### config.mk
export PLATFORM = sky130hd
export DESIGN_NAME = pwm_deadtime_guard
export DESIGN_NICKNAME = d
export VERILOG_FILES = /design/src/rtl/pwm_deadtime_guard.sv
export SDC_FILE = /design/constraint.sdc
export NUM_CORES = 1
export LEC_CHECK = 0
export ABC_AREA = 1
export BUFFER_PORTS_ARGS = -buffer_cell sky130_fd_sc_hd__buf_2
export CORE_MARGIN = 8
export CORE_UTILIZATION = 25
export CTS_CLUSTER_SIZE = 14
export DETAILED_ROUTE_END_ITERATION = 12
export SLEW_MARGIN = 20
export SYNTH_ARGS = -nofsm -noshare
export SYNTH_HDL_FRONTEND = slang
export SYNTH_SLANG_ARGS = --single-unit
### constraint.sdc
create_clock -name clk -period 1.2 [get_ports clk]
set_input_delay 0.24 -clock clk [delete_from_list [all_inputs] [get_ports clk]]
set_output_delay 0.24 -clock clk [all_outputs]
set_load 0.01 [all_outputs]
### src/rtl/pwm_deadtime_guard.sv
// Shoot-through guard between a 3-phase PWM generator and half-bridge gate pins.
// Optional: define PWM_DEADTIME_GUARD_FAULT_FILTER_EN to require FAULT_FILT_LEN consecutive fault samples.
module pwm_deadtime_guard #(
  parameter int NPH            = 3,
  parameter int DEADTIME       = 25,
  parameter int FAULT_FILT_LEN = 4
) (
  input  logic           clk,
  input  logic           reset_n,
  input  logic [NPH-1:0] pwm_h_in,
  input  logic [NPH-1:0] pwm_l_in,
  input  logic           enable,
  input  logic           fault_n,
  input  logic           fault_clr,
  output logic [NPH-1:0] pwm_h_out,
  output logic [NPH-1:0] pwm_l_out,
  output logic           fault_latched,
  output logic [NPH-1:0] illegal_cmd
);

  localparam int CW = (DEADTIME < 1) ? 1 : $clog2(DEADTIME + 1);
  localparam logic [CW-1:0] DT_LOAD = CW'(DEADTIME - 1);

  typedef enum logic [1:0] {
    ST_IDLE = 2'd0,
    ST_DEAD = 2'd1,
    ST_HI   = 2'd2,
    ST_LO   = 2'd3
  } state_t;

  generate
    if (DEADTIME < 1) begin : g_bad_deadtime
      $error("pwm_deadtime_guard: DEADTIME must be >= 1");
    end
    if (FAULT_FILT_LEN < 1) begin : g_bad_filt_len
      $error("pwm_deadtime_guard: FAULT_FILT_LEN must be >= 1");
    end
  endgenerate

  // Two-flop synchroniser; fault_s_reg is the active-high synchronised fault.
  logic fault_meta_reg;
  logic fault_s_reg;

  always_ff @(posedge clk or negedge reset_n) begin
    if (!reset_n) begin
      fault_meta_reg <= 1'b0;
      fault_s_reg    <= 1'b0;
    end else begin
      fault_meta_reg <= ~fault_n;
      fault_s_reg    <= fault_meta_reg;
    end
  end

  logic fault_set;

`ifdef PWM_DEADTIME_GUARD_FAULT_FILTER_EN
  localparam int FW = $clog2(FAULT_FILT_LEN + 1);
  localparam logic [FW-1:0] FILT_MAX = FW'(FAULT_FILT_LEN);

  logic [FW-1:0] filt_cnt_reg;
  logic [FW-1:0] filt_cnt_next;

  always_comb begin
    filt_cnt_next = '0;
    if (fault_s_reg) begin
      filt_cnt_next = (filt_cnt_reg == FILT_MAX) ? FILT_MAX : filt_cnt_reg + FW'(1);
    end
  end

  always_ff @(posedge clk or negedge reset_n) begin
    if (!reset_n) begin
      filt_cnt_reg <= '0;
    end else begin
      filt_cnt_reg <= filt_cnt_next;
    end
  end

  assign fault_set = fault_s_reg && (filt_cnt_next == FILT_MAX);
`else
  assign fault_set = fault_s_reg;
`endif

  logic           clr_ok;
  logic           fault_latched_reg;
  logic           fault_latched_next;
  logic           fault_force;
  logic [NPH-1:0] illegal_reg;
  logic [NPH-1:0] illegal_next;

  // A clear is honoured only while the synchronised fault is inactive; set always wins.
  assign clr_ok             = fault_clr & ~fault_s_reg;
  assign fault_latched_next = fault_set | (fault_latched_reg & ~clr_ok);
  assign illegal_next       = (pwm_h_in & pwm_l_in) | (illegal_reg & ~{NPH{clr_ok}});

  // The registered latch keeps counters parked through the clear cycle; fault_set
  // forces the gates off on the same edge the latch sets.
  assign fault_force = fault_latched_reg | fault_set;

  always_ff @(posedge clk or negedge reset_n) begin
    if (!reset_n) begin
      fault_latched_reg <= 1'b0;
      illegal_reg       <= '0;
    end else begin
      fault_latched_reg <= fault_latched_next;
      illegal_reg       <= illegal_next;
    end
  end

  assign fault_latched = fault_latched_reg;
  assign illegal_cmd   = illegal_reg;

  genvar gi;
  generate
    for (gi = 0; gi < NPH; gi++) begin : g_phase
      state_t        state_reg;
      state_t        state_next;
      logic [CW-1:0] cnt_reg;
      logic [CW-1:0] cnt_next;
      logic          want_hi;
      logic          want_lo;
      logic          h_out_reg;
      logic          l_out_reg;

      assign want_hi = enable & pwm_h_in[gi] & ~pwm_l_in[gi];
      assign want_lo = enable & ~pwm_h_in[gi] & pwm_l_in[gi];

      always_comb begin
        state_next = state_reg;
        cnt_next   = cnt_reg;
        if (fault_force) begin
          state_next = ST_DEAD;
          cnt_next   = DT_LOAD;
        end else begin
          case (state_reg)
            ST_IDLE: begin
              if (want_hi) begin
                state_next = ST_HI;
              end else if (want_lo) begin
                state_next = ST_LO;
              end
            end
            ST_HI: begin
              if (!want_hi) begin
                state_next = ST_DEAD;
                cnt_next   = DT_LOAD;
              end
            end
            ST_LO: begin
              if (!want_lo) begin
                state_next = ST_DEAD;
                cnt_next   = DT_LOAD;
              end
            end
            default: begin
              // Only the request present at expiry matters; the count is never restarted.
              if (cnt_reg == '0) begin
                if (want_hi) begin
                  state_next = ST_HI;
                end else if (want_lo) begin
                  state_next = ST_LO;
                end else begin
                  state_next = ST_IDLE;
                end
              end else begin
                cnt_next = cnt_reg - CW'(1);
              end
            end
          endcase
        end
      end

      always_ff @(posedge clk or negedge reset_n) begin
        if (!reset_n) begin
          state_reg <= ST_DEAD;
          cnt_reg   <= DT_LOAD;
          h_out_reg <= 1'b0;
          l_out_reg <= 1'b0;
        end else begin
          state_reg <= state_next;
          cnt_reg   <= cnt_next;
          h_out_reg <= (state_next == ST_HI);
          l_out_reg <= (state_next == ST_LO);
        end
      end

      assign pwm_h_out[gi] = h_out_reg;
      assign pwm_l_out[gi] = l_out_reg;
    end
  endgenerate

endmodule
==> results of run 1 <==
## worst reg2reg max path, cell delays in order, from the launching register on
cell	delay [ns]
dfrtp_1	0.41
nor2_4	0.15
buf_4	0.13
buf_6	0.09
nand2_2	0.04
inv_2	0.04
nand2_2	0.04
o21ai_1	0.07
nand2_1	0.11
nor2_1	0.11
## per-layer routing
| metal | vias up | global-route usage |
|---|---|---|
| met5 | - | 0 |
| met3 | 10 | 0.0252 |
| met2 | 28 | 0.161 |
| met4 | 0 | 0.0387 |
| li1 | 1008 | - |
| met1 | 935 | 0.107 |
## cells in the mapped netlist, drive strengths merged
cell	n
nand2	123
inv	51
nor2	39
dfrtp	24
nand3	24
dfstp	9
o21ai	9
buf	8
nand4	6
ha	3
## report_power, final
part	leakage, nW	switching [W]	internal, W
Sequential	0.406	0.0000361	0.00118
Clock	0.0543	0.000450	0.000621
Combinational	1.22	0.000324	0.000296
Total	1.68	0.000811	0.00209
## cells by family after synthesis
logic type | share of synthesized area
and+or+nand+nor | 0.406
buffers and inverters | 0.129
DFF | 0.423
adders and majority gates | 0.0190
AOI/OAI and AO/OA | 0.0228
## stage by stage
stage | power, W | hold slack, ns | area (um^2) | instances | setup TNS [ns]
final | 0.00290 | 0.0829 | 2840 | 460 | -0.509
after global routing | 0.00308 | 0.0689 | 2840 | 460 | -2.68
after CTS | 0.00286 | 0.0749 | 2680 | 453 | -0.433
after detailed placement | 0.00171 | 0.213 | 2410 | 442 | -1.46
after global placement | 0.00170 | 0.210 | 2410 | 442 | -0.937
after floorplan | 0.00148 | -0.0556 | 1990 | 296 | -0.0268
## layout by cell type, fill, tap and decap left out, drive strengths merged
master / count
clkinv: 1
o21ai: 9
dlygate4sd3: 1
nand4: 6
nand3: 24
inv: 51
dfstp: 9
dfrtp: 24
nor2: 39
nand2: 123
clkinvlp: 1
ha: 3
bufinv: 1
buf: 61
clkbuf: 5
## worst paths after layout
kind / to / slack [ns] / cells past startpoint
min in group asynchronous: g_phase[0].l_out_reg$_DFF_PN0_ / 0.44 / 3
setup / recovery: fault_latched / -0.09 / 3
max in group asynchronous: g_phase[2].cnt_reg[3]$_DFFE_PN1P_ / 0.52 / 3
hold / removal: fault_meta_reg$_DFF_PN0_ / 0.08 / 2
hold reg to reg: fault_s_reg$_DFF_PN0_ / 0.36 / 0
setup reg to reg: g_phase[0].h_out_reg$_DFF_PN0_ / -0.08 / 9
## final cells by class
class                           count  area, um^2
Timing Repair Buffer               62         475
Inverter                           51         191
Multi-Input combinational cell    204        1090
Tap cell                          102         128
Clock inverter                      3        46.3
Clock buffer                        5        68.8
Fill cell                         812        4850
Sequential cell                    33         840
## what timing repair did
item / 4_1_cts / 5_1_grt
setup buffers: 2 / 7
pin swaps: 8 / 20
endpoints found under the setup margin: 24 / 27
resized for setup: 31 / 41
endpoints found under the hold margin: 24 / 0
hold buffers: 1 / 0
==> metrics.cfg, run 1 <==
[status]
status=complete, but fails checks
violations=setup timing

[timing]
clock.fmax_mhz=776
drv_slew=0
setup_viol=15
rsz0062_at_grt=true
hold_viol=0
slew_headroom=0.813
worstMarginPinSlew_ns=0.279
skew_ns=0.00429
worst_slack_ns=-0.0894
fin_crit_sh=1.07
fin_crit_ns=1.29

[placement]
routabilityCongestion=0.832
dp_slack_ns=-0.0801
placement.io_buffers=20
hpwlAfterDp_mm=3.42

[synth]
yosysWarningCount=0
syn_area_um2=1980
netlist_instances=296
synthesis.nets=310
synth_top_area_share=0.304
ys_seq_area_frac=0.423
ys_ff_latch=33
avgSynthCellArea_um2=6.68
synth.largest_area_cell=dfrtp_1
synth_cell_types=15
synthTopCellsByArea=dfrtp_1 30%, nand2_1 22%, dfstp_2 12%, inv_1 9.5%, nor2_1 6.3%

[final_layout]
fin_nets=371
n_antenna_cell=0
syn2layout_area_growth_pct=43.5
utilization=0.369
drive_gt1_frac=0.380
largest_register_ffs=15

[clock_network]
clock_latency_ns=0.29
clock-sinks=33
cts.path.max_buffers=2
cts_buffers=5
h-tree-depth=2
cts_tree=yes
cts_root_buf=clkbuf_8
clk_pin_slew_ns=0.07

[routing]
wl_per_cell_um=10.7
drt-met1-wl_mm=2.22
vias=1981
dr_wl_met3_um=162
via_per_inst=4.31
final_antenna_net_count=0
wl_met2_mm=2.43
totalWireLength_mm=4.92
dr.max_layer_used=met4
dr.pass1.iters=4
drc=0
drtIter0Drc=68

[grt]
grt_max_degree=34
grt_overflow_total=0
grt_pass1_vias=1993
antenna_found_initial=0
grt_usage=0.0937
grt_pass1_wl_mm=8.64

[critical_path]
critPathBufInv=3
r2r-start=fault_s_reg$_DFF_PN0_
cp_cell_sequence=buf_4 -> buf_6 -> buf_6
start_kind=register
worstPathRequired_ns=0.96
critPathKind=register to output pin
cp-startpoint=fault_latched$_DFF_PN0_
worstPathArrival_ns=1.05
cp_top_family=flip-flops
endpoint_kind=output pin
cp_common_cell=buf_6
critPathMaxFanout=2
slowest_delay_ns=0.41
slowest_stage=dfrtp_1

[power_and_ir_drop]
power_density_nw_per_um2=1020
leakagePower_nw=1.68
ir_drop_uv=662

[floorplanning]
die_y_um=105
die_w_um=105
core_um2=7690
io_pins=21
num_rows=32
die-area_um2=11000
start_util=0.257

[hold_path]
hold_class=primary input to register
min_from=fault_n

[job]
cap_viol_max_count=0

Note: power is estimated with default switching activity, not from simulation.
==> run 2, diff against run 1 <==
==> constraint.sdc (replaced) <==
create_clock -name clk -period 1.5 [get_ports clk]
set_input_delay 0.3 -clock clk [delete_from_list [all_inputs] [get_ports clk]]
set_output_delay 0.3 -clock clk [all_outputs]
set_load 0.01 [all_outputs]
==> run 2 against run 1 <==
- the run now ends clean
- clock power decreased by 39%
- sequential power decreased by 19%
- non-clock buffer count decreased by 38
- critical endpoint is now g_phase[0].l_out_reg$_DFF_PN0_
==> metrics.cfg, run 2 (synthesized netlist as in run 1, its figures left out) <==
[status]
status=finished, final reports clean

[floorplanning]
core_um2=7690  ; unchanged
num_rows=32  ; unchanged
io_pins=21  ; unchanged
die_w_um=105  ; unchanged
die-area_um2=11000  ; unchanged
die_y_um=105  ; unchanged
start_util=0.257  ; unchanged

[routing]
dr.pass1.iters=4  ; unchanged
wl_per_cell_um=9.84  ; -7.9%
drc=0  ; unchanged
vias=1769  ; -11%
via_per_inst=4.19  ; -2.7%
totalWireLength_mm=4.15  ; -16%
final_antenna_net_count=0  ; unchanged
drtIter0Drc=104  ; +53%

[power_and_ir_drop]
ir_drop_uv=537  ; -19%
switchingPower_w=0.000551  ; -32%
swShare=0.286  ; +0.00674
clockPowerShare=0.338  ; -0.031
power_density_nw_per_um2=844  ; -18%
pwr-share-comb=0.153  ; -0.061
p_int_w=0.00138  ; -34%
seqPwrFrac=0.508  ; +0.090
leakagePower_nw=1.39  ; -17%

[final_layout]
filler_cell_count=851  ; +4.8%
mostFrequentLayoutCells=116 x nand2_1, 50 x inv_1, 33 x nor2_1
largest_register_ffs=15  ; unchanged
layout_commonest_cell=nand2_1
n_antenna_cell=0  ; unchanged
drive_gt1_frac=0.178  ; -0.202
fin_nets=333  ; -10%
syn2layout_area_growth_pct=15.6

[grt]
grt_usage=0.0815  ; -0.0122
antenna_found_initial=0  ; unchanged
grt_pass1_vias=1680  ; -16%
grt_overflow_total=0  ; unchanged
grt_max_degree=34  ; unchanged
grt_pass1_wl_mm=7.51  ; -13%

[placement]
placement.io_buffers=20  ; unchanged
hpwlAfterDp_mm=3.09  ; -9.6%
routabilityCongestion=0.864  ; +3.9%

[timing]
setup_tns_ns=0  ; +0.509 ns
slew_headroom=0.828  ; +0.0148
worstMarginPinSlew_ns=0.257  ; -0.0222 ns
skew_ns=0.00582  ; +0.00153 ns
clock.fmax_mhz=741
fin_crit_sh=0.900
fin_crit_ns=1.35
drv_slew=0  ; unchanged
setup_viol=0  ; -15
rsz0062_at_grt=false
hold_viol=0  ; unchanged
fin_hold_ws_ns=0.149  ; +0.0659 ns

[clock_network]
cts_tree=yes
cts.path.max_buffers=2  ; unchanged
post_cts_buffers=0  ; -2
h-tree-depth=2  ; unchanged
clock-sinks=33  ; unchanged
clock_latency_ns=0.28  ; about the same
cts_root_buf=clkbuf_8
clk_pin_slew_ns=0.07  ; about the same
cts_buffers=5  ; unchanged

[critical_path]
endpoint_kind=register
critPathKind=register to register
worstPathRequired_ns=1.68  ; +0.72 ns
start_kind=register
critPathMaxFanout=4  ; +2
r2r_cells=7  ; -2
reg2reg_to=g_phase[0].l_out_reg$_DFF_PN0_
r2r-start=g_phase[0].cnt_reg[0]$_DFFE_PN0P_
worstPathArrival_ns=1.53  ; +0.48 ns
reg2reg_slack_ns=0.15  ; +0.23 ns

[hold_path]
hold_end=fault_meta_reg$_DFF_PN0_
hold_class=primary input to register
min_path_cells=2  ; unchanged
min_from=fault_n

[job]
cap_viol_max_count=0  ; unchanged

[run 2: power by group through the flow]
stage / combinational [W] / clock, W / sequential, W
after floorplan: 0.000191 / 0 / 0.000993
after global placement: 0.000286 / 0 / 0.000996
after detailed placement: 0.000290 / 0 / 0.000996
after CTS: 0.000292 / 0.000678 / 0.000981
after global routing: 0.000348 / 0.000713 / 0.000988
final: 0.000296 / 0.000653 / 0.000980
[run 2: metrics by stage]
stage	power, W	utilization	area, um^2	setup WS [ns]	std cells
2_1_floorplan	0.00118	-	1980	0.273	296
3_3_place_gp	0.00128	0.283	2180	0.114	413
3_5_place_dp	0.00129	0.283	2180	0.105	413
4_1_cts	0.00195	0.295	2270	0.0905	422
5_1_grt	0.00205	0.298	2290	0.0131	422
6_report	0.00193	0.298	2290	0.151	422
[run 2: critical path: stages (launching register included)]
cell and delay [ns]:
dfrtp_1 0.40, inv_1 0.10, ha_2 0.21, nand3_1 0.14
o21ai_0 0.18, nand2_1 0.11, inv_1 0.06, nor2_1 0.03
[run 2: how the worst max path moves through the flow]
stage,slack (ns),cells after the start,from,endpoint
after global routing,0.01,8,g_phase[1].cnt_reg[0]$_DFFE_PN0P_,g_phase[1].cnt_reg[0]$_DFFE_PN0P_
after floorplan,0.27,8,g_phase[2].cnt_reg[0]$_DFFE_PN0P_,g_phase[2].cnt_reg[2]$_DFFE_PN0P_
after global placement,0.11,8,g_phase[1].cnt_reg[0]$_DFFE_PN0P_,g_phase[1].cnt_reg[4]$_DFFE_PN1P_
after CTS,0.09,8,g_phase[1].cnt_reg[0]$_DFFE_PN0P_,g_phase[1].cnt_reg[3]$_DFFE_PN1P_
final,0.15,7,g_phase[0].cnt_reg[0]$_DFFE_PN0P_,g_phase[0].l_out_reg$_DFF_PN0_
after detailed placement,0.10,8,g_phase[1].cnt_reg[0]$_DFFE_PN0P_,g_phase[1].cnt_reg[2]$_DFFE_PN0P_
[run 2: per-layer routing]
layer	global-route usage	share of wire	vias to the layer above
met1	0.0983	0.49	798
met5	0	0	-
met2	0.129	0.44	34
met3	0.0252	0.041	10
li1	-	-	927
met4	0.0408	0.027	0
[run 2: timing repair]
action	in CTS	in global routing
setup endpoints to repair	0	13
endpoints found under the hold margin	24	0
resized for setup	0	6
hold buffers	1	0
[run 2: area by class of cell]
cell class                 count  area [um^2]  share of cell area
clock buffer                   6         72.6              0.0317
clock inverter                 2         10.0             0.00438
inverter                      51          191              0.0837
multi-input combinational    204          903               0.395
sequential                    33          837               0.366
tap                          102          128              0.0558
timing repair buffer          24          145              0.0635
==> run 3, diff against run 2 <==
--- a/config.mk
+++ b/config.mk
@@ -5,7 +5,7 @@
 export SDC_FILE = /design/constraint.sdc
 export NUM_CORES = 1
 export LEC_CHECK = 0
-export ABC_AREA = 1
+export ABC_AREA = 0
 export BUFFER_PORTS_ARGS = -buffer_cell sky130_fd_sc_hd__buf_2
 export CORE_MARGIN = 8
 export CORE_UTILIZATION = 25
==> run 3 against run 2 <==
- the flow now finishes with violations (setup timing)
- hold slack gained 0.0073 ns
- first-iteration DRC count decreased by 69%
- clock-buffer cell count shrank 1
- clock skew is essentially flat
- synthesized cell count shrank 43%
- utilization rose by 7.5 points
- combinational power rose by 13%
- maximum frequency is 27% lower
- cell count fell by 22%
==> metrics.cfg, run 3 <==
[synth]
synthesis.nets=182  ; -41%
yosysWarningCount=0  ; unchanged
synthTopCellsByArea=dfrtp_1 33%, dfstp_2 13%, o211ai_4 3.5%, nand2b_1 3.4%, o41ai_1 2.9%
netlist_instances=168  ; -43%
yosysMostFrequentCell=dfrtp_1
ys_seq_area_frac=0.461  ; +0.0379
syn_area_um2=1820  ; -8.2%
synth_ff_type=dfrtp_1
synth_cell_types=39  ; +24
ys_ff_latch=33  ; unchanged
synth_edf_count=0  ; unchanged
synth_top_area_share=0.331  ; +0.0272
avgSynthCellArea_um2=10.8  ; +62%
synthArstFlopShare=1.00  ; unchanged
synth.largest_area_cell=dfrtp_1
synthTopCellsByCount=24 x dfrtp_1, 13 x inv_1, 10 x nand2b_1, 9 x dfstp_2, 9 x nand3_1

[timing]
worstMarginPinSlew_ns=0.419  ; +0.161 ns
clock.fmax_mhz=539  ; -27%
rsz0062_at_grt=true
drv_slew=0  ; unchanged
hold_viol=0  ; unchanged
fin_crit_sh=1.24  ; +0.337
skew_ns=0.00595  ; +0.000130 ns
slew_headroom=0.718  ; -0.110
setup_tns_ns=-6.83  ; -6.83 ns
fin_crit_ns=1.85  ; +0.505 ns
worst_slack_ns=-0.354  ; -0.505 ns
setup_viol=27  ; +27

[routing]
drc=0  ; unchanged
totalWireLength_mm=4.49  ; +8.0%
vias=1495  ; -15%
wl_per_cell_um=13.6  ; +39%
drtIter0Drc=32  ; -69%
dr.pass1.iters=4  ; unchanged
final_antenna_net_count=0  ; unchanged
via_per_inst=4.54  ; +8.4%

[floorplanning]
io_pins=21  ; unchanged
die_w_um=101  ; -3.6%
die-area_um2=10200  ; -7.0%
num_rows=31  ; -3.1%
start_util=0.254  ; -0.00294
core_um2=7140  ; -7.2%
die_y_um=101  ; -3.6%

[critical_path]
reg2reg_to=g_phase[0].cnt_reg[3]$_DFFE_PN1P_
r2r_cells=6  ; -1
endpoint_kind=register
reg2reg_slack_ns=-0.35  ; -0.50 ns
start_kind=register
worstPathRequired_ns=1.72  ; +0.04 ns
critPathKind=register to register
r2r-start=g_phase[0].cnt_reg[1]$_DFFE_PN0P_
crit_end=g_phase[0].cnt_reg[3]$_DFFE_PN1P_
cp-startpoint=g_phase[0].cnt_reg[1]$_DFFE_PN0P_
critPathMaxFanout=5  ; +1
worstPathArrival_ns=2.07  ; +0.54 ns

[final_layout]
filler_cell_count=716  ; -16%
utilization=0.373  ; +0.0750
layout_commonest_cell=buf_4
syn2layout_area_growth_pct=46.5
largest_register_ffs=15  ; unchanged
fin_nets=243  ; -27%
mostFrequentLayoutCells=36 x buf_4, 24 x dfrtp_1, 20 x buf_2
drive_gt1_frac=0.543  ; +0.365
n_antenna_cell=0  ; unchanged

[placement]
routabilityCongestion=0.760  ; -12%
placement.io_buffers=20  ; unchanged
hpwlAfterDp_mm=3.18  ; +2.8%

[grt]
grt_usage=0.0933  ; +0.0118
antenna_found_initial=0  ; unchanged
grt_overflow_total=0  ; unchanged
grt_max_degree=20  ; -41%
grt_pass1_vias=1558  ; -7.3%
grt_pass1_wl_mm=7.47  ; -0.56%

[power_and_ir_drop]
leakagePower_nw=1.23  ; -12%
power_density_nw_per_um2=860  ; +1.9%
ir_drop_uv=687  ; +28%

[status]
violations=setup timing
status=complete, but fails checks

[clock_network]
h-tree-depth=2  ; unchanged
clock-sinks=33  ; unchanged
clk_pin_slew_ns=0.07  ; about the same
cts_buffers=5  ; unchanged
cts.path.max_buffers=2  ; unchanged
cts_tree=yes
clock_latency_ns=0.28  ; about the same
cts_root_buf=clkbuf_8

[hold_path]
hold_class=primary input to register
min_from=fault_n

[job]
cap_viol_max_count=0  ; unchanged

## run 3: how the worst min path moves through the flow
stage / end / cells after the start
detailed placement: g_phase[1].h_out_reg$_DFF_PN0_ / 1
CTS: fault_meta_reg$_DFF_PN0_ / 2
global route: fault_meta_reg$_DFF_PN0_ / 2
global placement: g_phase[1].h_out_reg$_DFF_PN0_ / 1
floorplan: fault_latched$_DFF_PN0_ / 0
finish: fault_meta_reg$_DFF_PN0_ / 2
## run 3: metrics by stage
step                      area, um^2  std cells  power (W)  setup WS [ns]  hold WS (ns)
after CTS                       2540        326    0.00230         -0.287         0.142
after global placement          2270        313    0.00125         -0.244         0.248
after floorplan                 1820        168    0.00111         -0.279       0.00441
final                           2660        329    0.00229         -0.354         0.156
after global routing            2660        329    0.00240         -0.415         0.134
after detailed placement        2270        313    0.00125         -0.296         0.252
## run 3: cell type report
cell class              count  area (um^2)  area share
multi-input cells         111         1040       0.390
flip-flops and latches     33          837       0.315
repair buffers             65          479       0.180
well taps                  99          124      0.0466
clock buffers               5         68.8      0.0259
clock inverters             3         65.1      0.0245
inverters                  13         48.8      0.0184
## run 3: cells by family (layout without fill, tap and decap cells)
group | Yosys count | in the layout | synth area share
fa+ha+maj | 3 | 3 | 0.0207
flops | 33 | 33 | 0.461
buf+inv | 24 | 86 | 0.0648
compound gates | 39 | 39 | 0.190
simple gates | 63 | 63 | 0.222
mux | 6 | 6 | 0.0413
## run 3: critical path, stage by stage (launching register included)
cell	delay [ns]
dfrtp_1	0.38
inv_1	0.07
ha_2	0.18
or4b_4	0.49
o211ai_4	0.26
a21oi_2	0.10
mux2_4	0.30
## run 3: where the power goes
part | internal, W | switching [W] | total, W
logic | 0.000169 | 0.000163 | 0.000333
registers | 0.000930 | 0.0000184 | 0.000948
clock network | 0.000660 | 0.000344 | 0.00100
total | 0.00176 | 0.000526 | 0.00229
## run 3: what timing repair did
item,CTS,global route
gates cloned,0,0
pin swaps,2,7
endpoints found under the setup margin,27,27
hold buffers,1,0
setup buffers,4,3
endpoints found under the hold margin,12,0
resized for setup,21,17
## run 3: metal layers
| metal | global-route usage | part of all wire |
|---|---|---|
| met5 | 0 | 0 |
| met4 | 0.0309 | 0.0096 |
| met3 | 0.0309 | 0.048 |
| met2 | 0.151 | 0.48 |
| met1 | 0.113 | 0.46 |
